**src/rtl/core_sequencer.sv**
```systemverilog
`default_nettype none
// ============================================================================
//  Module   : core_sequencer
//  Purpose  : Multi-cycle control FSM for a simple RISC core. It fetches, decodes
//             and executes each instruction and counts retired instructions.
//  Options  : define SEQ_MEM_WAIT_EN to honour mem_rbusy / mem_wbusy wait states.
//  Revision : 1.0  initial release
// ============================================================================
module core_sequencer (
    input  logic        clk,
    input  logic        reset,
    input  logic        is_load,
    input  logic        is_store,
    input  logic        is_system,
    input  logic        mem_rbusy,
    input  logic        mem_wbusy,
    output logic        mem_rstrb,
    output logic        mem_wstrb,
    output logic        addr_sel,
    output logic        instr_ld,
    output logic        regs_ld,
    output logic        pc_ld,
    output logic        wb_en,
    output logic        halted,
    output logic [2:0]  state,
    output logic [31:0] instret
);

    typedef enum logic [2:0] {
        S_FETCH_INSTR = 3'd0,
        S_WAIT_INSTR  = 3'd1,
        S_FETCH_REGS  = 3'd2,
        S_EXECUTE     = 3'd3,
        S_LOAD        = 3'd4,
        S_WAIT_DATA   = 3'd5,
        S_STORE       = 3'd6,
        S_HALT        = 3'd7
    } state_t;

    state_t      r_state;
    state_t      w_next;
    logic        r_store_done;
    logic [31:0] r_instret;

    logic        w_rbusy;
    logic        w_wbusy;
    logic        w_rstrb;
    logic        w_wstrb;
    logic        w_addr_sel;
    logic        w_instr_ld;
    logic        w_regs_ld;
    logic        w_pc_ld;
    logic        w_wb_en;
    logic        w_halt;
    logic        w_retire;

`ifdef SEQ_MEM_WAIT_EN
    assign w_rbusy = mem_rbusy;
    assign w_wbusy = mem_wbusy;
`else
    // Without wait-state support every memory access completes in one cycle.
    logic w_unused_busy;
    assign w_unused_busy = mem_rbusy ^ mem_wbusy;
    assign w_rbusy       = 1'b0;
    assign w_wbusy       = 1'b0;
`endif

    always_comb begin
        w_next     = r_state;
        w_rstrb    = 1'b0;
        w_wstrb    = 1'b0;
        w_addr_sel = 1'b0;
        w_instr_ld = 1'b0;
        w_regs_ld  = 1'b0;
        w_pc_ld    = 1'b0;
        w_wb_en    = 1'b0;
        w_halt     = 1'b0;
        w_retire   = 1'b0;
        case (r_state)
            S_FETCH_INSTR: begin
                w_rstrb = 1'b1;
                w_next  = S_WAIT_INSTR;
            end
            S_WAIT_INSTR: begin
                if (!w_rbusy) begin
                    w_instr_ld = 1'b1;
                    w_next     = S_FETCH_REGS;
                end
            end
            S_FETCH_REGS: begin
                w_regs_ld = 1'b1;
                w_next    = S_EXECUTE;
            end
            S_EXECUTE: begin
                // SYSTEM wins over memory classes; load wins over store.
                if (is_system) begin
                    w_next = S_HALT;
                end else if (is_load) begin
                    w_pc_ld = 1'b1;
                    w_next  = S_LOAD;
                end else if (is_store) begin
                    w_pc_ld = 1'b1;
                    w_next  = S_STORE;
                end else begin
                    w_pc_ld  = 1'b1;
                    w_wb_en  = 1'b1;
                    w_retire = 1'b1;
                    w_next   = S_FETCH_INSTR;
                end
            end
            S_LOAD: begin
                w_rstrb    = 1'b1;
                w_addr_sel = 1'b1;
                w_next     = S_WAIT_DATA;
            end
            S_WAIT_DATA: begin
                w_addr_sel = 1'b1;
                if (!w_rbusy) begin
                    w_wb_en  = 1'b1;
                    w_retire = 1'b1;
                    w_next   = S_FETCH_INSTR;
                end
            end
            S_STORE: begin
                w_addr_sel = 1'b1;
                // Strobe once on entry; busy is only meaningful after the strobe.
                if (!r_store_done) begin
                    w_wstrb = 1'b1;
                end else if (!w_wbusy) begin
                    w_retire = 1'b1;
                    w_next   = S_FETCH_INSTR;
                end
            end
            S_HALT: begin
                w_halt = 1'b1;
            end
            default: begin
                w_next = S_FETCH_INSTR;
            end
        endcase
    end

    always_ff @(posedge clk) begin
        if (reset) begin
            r_state      <= S_FETCH_INSTR;
            r_instret    <= 32'd0;
            r_store_done <= 1'b0;
        end else begin
            r_state      <= w_next;
            r_instret    <= r_instret + {31'd0, w_retire};
            r_store_done <= (r_state == S_STORE) && (w_next == S_STORE);
        end
    end

    assign mem_rstrb = w_rstrb    & ~reset;
    assign mem_wstrb = w_wstrb    & ~reset;
    assign instr_ld  = w_instr_ld & ~reset;
    assign regs_ld   = w_regs_ld  & ~reset;
    assign pc_ld     = w_pc_ld    & ~reset;
    assign wb_en     = w_wb_en    & ~reset;
    assign halted    = w_halt     & ~reset;
    assign addr_sel  = w_addr_sel;
    assign state     = r_state;
    assign instret   = r_instret;

endmodule
`default_nettype wire

```
**config.mk**
```make
export PLATFORM = sky130hd
export DESIGN_NAME = core_sequencer
export DESIGN_NICKNAME = d
export VERILOG_FILES = /design/src/rtl/core_sequencer.sv
export SDC_FILE = /design/constraint.sdc
export NUM_CORES = 1
export LEC_CHECK = 0
export ABC_AREA = 1
export CAP_MARGIN = 20
export CORE_MARGIN = 3
export CORE_UTILIZATION = 30
export DETAILED_ROUTE_END_ITERATION = 7
export PLACE_DENSITY = 0.55
export SYNTH_ARGS = -nofsm -noshare
export SYNTH_HDL_FRONTEND = slang
export SYNTH_SLANG_ARGS = --single-unit
```
**constraint.sdc**
```tcl
create_clock -name clk -period 3.93 [get_ports clk]
set_input_delay 0.9825 -clock clk [delete_from_list [all_inputs] [get_ports clk]]
set_output_delay 0.9825 -clock clk [all_outputs]
set_load 0.01 [all_outputs]
```
==> impl_metrics.yaml, run 1 <==
status:
  outcome: "finished, final reports clean"
worst_setup_path:
  critical_path.most_common_cell: "clkdlybuf4s50_1"
  rrSetupSlack_ns: 1.59
  arrival_ns: 2.43
  crit_required_ns: 2.95
  path_cells: "clkdlybuf4s50_1 > nor3_1 > clkdlybuf4s50_1"
  max_stage_delay_ns: 0.60
  cp_slowest_cell: "clkdlybuf4s50_1"
  crit_fanout: 11
  path_class: "primary input to output port"
  start_kind: "primary input"
  cp-end-kind: "output port"
  r2r_cells: 13
  reg2reg_from: "state[0]"
  r2r-end: "instret[24]"
global_route:
  grt_usage: 0.1399
  antenna_found_initial: 0
  grt_max_degree: 16
  grt_pass1_wl_um: 8625
  grt_pass1_vias: 1901
  grt.overflow.total: 0
yosys:
  netlist_instances: 308
  ys_types: 27
  postSynthAreaPerCell_um2: 6.553
  seq_area_frac_synth: 0.3571
  syn_area_um2: 2018
  synth_nets: 318
  yosysWarningCount: 0
  ys_ff_latch: 36
sta:
  rsz0062_at_grt: "false"
  fin_skew_ns: 0.007800
  whs_ns: 0.4875
  fin_crit_ns: 3.415
  finalMaxSlewViolations: 0
  worst_pin_slew_ns: 0.4451
  slew_headroom: 0.7029
  clock.fmax_mhz: 292.8
  finalSetupTns_ns: 0
  finalSetupViolations: 0
  hold_viol: 0
  fin_crit_sh: 0.8690
floorplanning:
  rows: 29
  die_w_um: 88.02
  io_pins: 50
  core_area_um2: 6422
  die_area_um2: 7748
  dieHeight_um: 88.02
  start_util: 0.3142
job:
  max_cap_violations: 0
clock_network:
  cts_sinks: 36
  ctsResizeCount: 0
  insertion_delay_ns: 0.28
  clk_root_buffer_cell: "clkbuf_8"
  clock_path_buffers: 2
  post_cts_buffers: 0
  cts-htree-levels: 2
  cts-hold-fix-buffers: 0
  cts_tree: "yes"
  cts_buffers: 5
  path_clk_slew_ns: 0.07
routing:
  drtAntennaViolNets: 0
  drtIter0Drc: 60
  viasPerCell: 4.632
  drt-wirelength-per-cell_um: 11.59
  firstDrtPassIters: 4
  drt_wl_total_um: 5078
  drc: 0
  vias: 2029
worst_hold_path:
  min_to: "instret[31]"
  worstHoldPathType: "flop to flop"
  whs_path_depth: 2
  min-delay-start: "instret[31]"
placed_design:
  place_area_um2: 2570
  gp_congestion: 0.8008
  port_buffers: 47
  dp_hpwl_um: 3943
pwr:
  p_leak_nw: 0.9469
  p_per_area_nw_per_um2: 263.3
  ir_drop_mv: 0.1073
final_layout:
  final_area_um2: 2660
  area_growth_syn_to_layout_pct: 31.80
  drive_above_1_share: 0.08587
  nets: 370
  fin_util: 0.4142
  antenna-diode-count: 0
placed cells by master (no fill, tap or decap), types with 3 or more instances in the layout:
cell             synthesis  routed
o21ai_0                  9       9
a21oi_1                 23      23
nor2_8                   3       3
nor3_1                   6       6
clkdlybuf4s50_1          0      47
dfxtp_1                 36      36
nand2_2                  3       3
a31oi_1                  3       3
nor2_1                  59      59
nor2_2                   8       8
clkbuf_8                 0       6
nand3_1                 15      15
nand2_1                 88      88
ha_1                     3       3
inv_1                   31      31
flip-flops by register name, summed over array words and instances (netlist names):
signal / count
instret: 32
r_store_done: 1
state: 3
critical path, delay by kind of cell:
kind          cells  cell delay [ns]
buf+inv           2             1.17
simple gates      1             0.28
worst max-delay path by stage:
| stage | end | slack [ns] | startpoint | depth (start not counted) |
|---|---|---|---|---|
| finish | pc_ld | 0.51 | reset | 3 |
| global route | pc_ld | 0.41 | reset | 3 |
| CTS | pc_ld | 0.51 | reset | 3 |
| detailed placement | pc_ld | 0.52 | reset | 3 |
| global placement | pc_ld | 0.50 | reset | 3 |
| floorplan | pc_ld | 1.54 | reset | 2 |
cell families after synthesis:
group	Yosys count	synth area share
adders and majority gates	3	0.01860
AOI/OAI and AO/OA	40	0.1085
buffers and inverters	36	0.07439
xor gates and xnor gates	3	0.01302
and+or+nand+nor	190	0.4284
DFF	36	0.3571
metal layers:
metal	routed length (um)	GRT usage
met1	2486	0.1846
met2	2300	0.2295
met3	240	0.03293
met4	51	0.03709
met5	0	0
cell type report:
type                            instances  area, um^2
Sequential cell                        36       720.7
Tap cell                               77       96.34
Timing Repair Buffer                   49       485.5
Inverter                               32       120.1
Clock buffer                            8       90.09
Fill cell                             682        3762
Multi-Input combinational cell        236        1147
synthesized netlist by cell type:
cell type | number | share of area
buf_6 | 2 | 0.011
nand3b_1 | 1 | 0.0037
xnor2_1 | 1 | 0.0043
a21oi_2 | 2 | 0.0087
buf_1 | 2 | 0.0037
inv_2 | 1 | 0.0019
nor3_1 | 6 | 0.015
o21a_1 | 2 | 0.0074
inv_1 | 31 | 0.058
ha_1 | 3 | 0.019
dfxtp_1 | 36 | 0.36
a21oi_1 | 23 | 0.057
o21ai_0 | 9 | 0.022
nand2_4 | 2 | 0.011
nor2_1 | 59 | 0.11
a22oi_1 | 1 | 0.0037
nand3_1 | 15 | 0.037
nor2_4 | 2 | 0.011
a31oi_1 | 3 | 0.0093
nand3_2 | 1 | 0.0050
nand2_1 | 88 | 0.16
nand2_2 | 3 | 0.0093
nor2_2 | 8 | 0.025
nor2_8 | 3 | 0.030
and3_1 | 1 | 0.0031
xor2_1 | 2 | 0.0087
nor3_2 | 1 | 0.0050
power by group:
group | switching [mW] | internal (mW)
clock network | 0.130 | 0.143
registers | 0.00609 | 0.368
logic | 0.0276 | 0.0251
total | 0.164 | 0.536
through the flow:
stage               power [mW]  setup slack [ns]  std cells
finish                  0.7004            0.5150        438
global route            0.7326            0.4051        438
CTS                     0.7103            0.5092        438
detailed placement      0.4349            0.5247        430
global placement        0.4355            0.5041        430
floorplan               0.4111             1.537        308
No activity file was read; power rests on OpenSTA's default activity.
==> run 2: changes to the inputs <==
--- a/config.mk
+++ b/config.mk
@@ -10,7 +10,7 @@
 export CORE_MARGIN = 3
 export CORE_UTILIZATION = 30
 export DETAILED_ROUTE_END_ITERATION = 7
-export PLACE_DENSITY = 0.55
+export PLACE_DENSITY = 0.53
 export SYNTH_ARGS = -nofsm -noshare
 export SYNTH_HDL_FRONTEND = slang
 export SYNTH_SLANG_ARGS = --single-unit
==> run 2 against run 1 <==
Non-clock buffer count did not move. Global-route usage rose by 0.075 points. Die area did not move. Total power rose by 0.52%. Worst setup slack got worse by 0.10 ns. Design area did not move. Wire length rose by 2.8%. First-iteration DRC count rose by 82%. Critical path type unchanged. Largest cell class unchanged. Highest routed layer unchanged.
==> impl_metrics.yaml, run 2 (same netlist as run 1, synthesis figures left out) <==
sta:
  slew_headroom: 0.6571
  fin_crit_ns: 3.515
  clock.fmax_mhz: 284.5
  worst_pin_slew_ns: 0.5128
  finalMaxSlewViolations: 0
  rsz0062_at_grt: "false"
  fin_skew_ns: 0.004603
  whs_ns: 0.4965
  fin_crit_sh: 0.8945
  hold_viol: 0
  finalSetupTns_ns: 0
  finalSetupViolations: 0
floorplanning:
  start_util: 0.3142
  io_pins: 50
  core_area_um2: 6422
  dieHeight_um: 88.02
  die_w_um: 88.02
  rows: 29
  die_area_um2: 7748
routing:
  drt_wl_total_um: 5222
  drtIter0Drc: 109
  drtAntennaViolNets: 0
  viasPerCell: 4.582
  drc: 0
  firstDrtPassIters: 4
  vias: 2007
  drt-wirelength-per-cell_um: 11.92
global_route:
  met3_usage: 0.03575
  grt_max_degree: 15
  met1_usage: 0.1874
  grt_usage: 0.1406
  grt_pass1_wl_um: 8583
  grt.overflow.total: 0
  antenna_found_initial: 0
  grt_pass1_vias: 1832
  met2_usage: 0.2260
  top_usage_layer: "met2"
worst_setup_path:
  crit_fanout: 14
  crit_start: "reset"
  r2r_cells: 13
  cp-end-kind: "output port"
  rrSetupSlack_ns: 1.61
  path_class: "primary input to output port"
  crit_required_ns: 2.95
  arrival_ns: 2.53
  start_kind: "primary input"
  reg2reg_from: "state[1]"
  r2r-end: "instret[24]"
placed_design:
  dp.cells: 430
  gp_congestion: 0.7991
  port_buffers: 47
  dp_hpwl_um: 3995
pwr:
  p_leak_nw: 0.9469
  p_per_area_nw_per_um2: 264.7
  ir_drop_mv: 0.1363
  total_power_mw: 0.7040
clock_network:
  ctsResizeCount: 0
  clock_path_buffers: 2
  cts_tree: "yes"
  post_cts_buffers: 0
  cts-hold-fix-buffers: 0
  path_clk_slew_ns: 0.07
  cts_sinks: 36
  insertion_delay_ns: 0.28
  cts-htree-levels: 2
  cts_buffers: 5
  clk_root_buffer_cell: "clkbuf_8"
final_layout:
  antenna-diode-count: 0
  drive_above_1_share: 0.08587
  final_cells: 438
  nets: 370
  largest_reg_flops: 32
  area_growth_syn_to_layout_pct: 31.80
  layout_common_cells: "nand2_1, nor2_1, clkdlybuf4s50_1"
  final_common_cell: "nand2_1"
worst_hold_path:
  min-delay-start: "instret[31]"
  worstHoldPathType: "flop to flop"
  min_to: "instret[31]"
  whs_path_depth: 2
job:
  max_cap_violations: 0
status:
  outcome: "finished, final reports clean"
run 2: cell counts in the layout (fill, tap and decap cells not counted):
No cell type changed its count.
run 2: cell type report:
type / instances / area [um^2]
Fill cell: 680 / 3762
Multi-Input combinational cell: 236 / 1147
Sequential cell: 36 / 720.7
Timing Repair Buffer: 49 / 485.5
Inverter: 32 / 120.1
Tap cell: 77 / 96.34
Clock buffer: 8 / 90.09
run 2: how the worst max path moves through the flow:
stage                     endpoint  depth (start not counted)
after floorplan              pc_ld                          2
after global placement       pc_ld                          3
after detailed placement     pc_ld                          3
after CTS                    pc_ld                          3
after global routing         pc_ld                          3
final                        pc_ld                          3
run 2: metal layers:
| layer | vias to the layer above | part of all wire |
|---|---|---|
| met2 | 53 | 0.44 |
| met1 | 872 | 0.50 |
| met4 | 0 | 0.0098 |
| met5 | - | 0 |
| met3 | 6 | 0.046 |
| li1 | 1076 | - |
run 2: stage by stage:
| step | cell area (um^2) | utilization | setup WS, ns |
|---|---|---|---|
| final | 2660 | 0.4142 | 0.4147 |
| after global routing | 2660 | 0.4142 | 0.2877 |
| after CTS | 2660 | 0.4142 | 0.4056 |
| after detailed placement | 2570 | 0.4002 | 0.4195 |
| after global placement | 2570 | 0.4002 | 0.4400 |
| after floorplan | 2018 | - | 1.537 |
run 2: power by group:
| part | switching (mW) | internal, mW | total (mW) | leakage [nW] |
|---|---|---|---|---|
| logic | 0.0271 | 0.0251 | 0.0522 | 0.611 |
| registers | 0.00598 | 0.368 | 0.374 | 0.290 |
| clock network | 0.135 | 0.143 | 0.278 | 0.0455 |
run 2: worst max-delay path, cell delays in order:
cell	delay, ns
clkdlybuf4s50_1	0.67
nor3_1	0.30
clkdlybuf4s50_1	0.58
==> run 3: changes to the inputs <==
--- a/config.mk
+++ b/config.mk
@@ -6,7 +6,6 @@
 export NUM_CORES = 1
 export LEC_CHECK = 0
 export ABC_AREA = 1
-export CAP_MARGIN = 20
 export CORE_MARGIN = 3
 export CORE_UTILIZATION = 30
 export DETAILED_ROUTE_END_ITERATION = 7
==> results of run 3 <==
The final DEF is identical to that of run 2; final timing and power are the same.
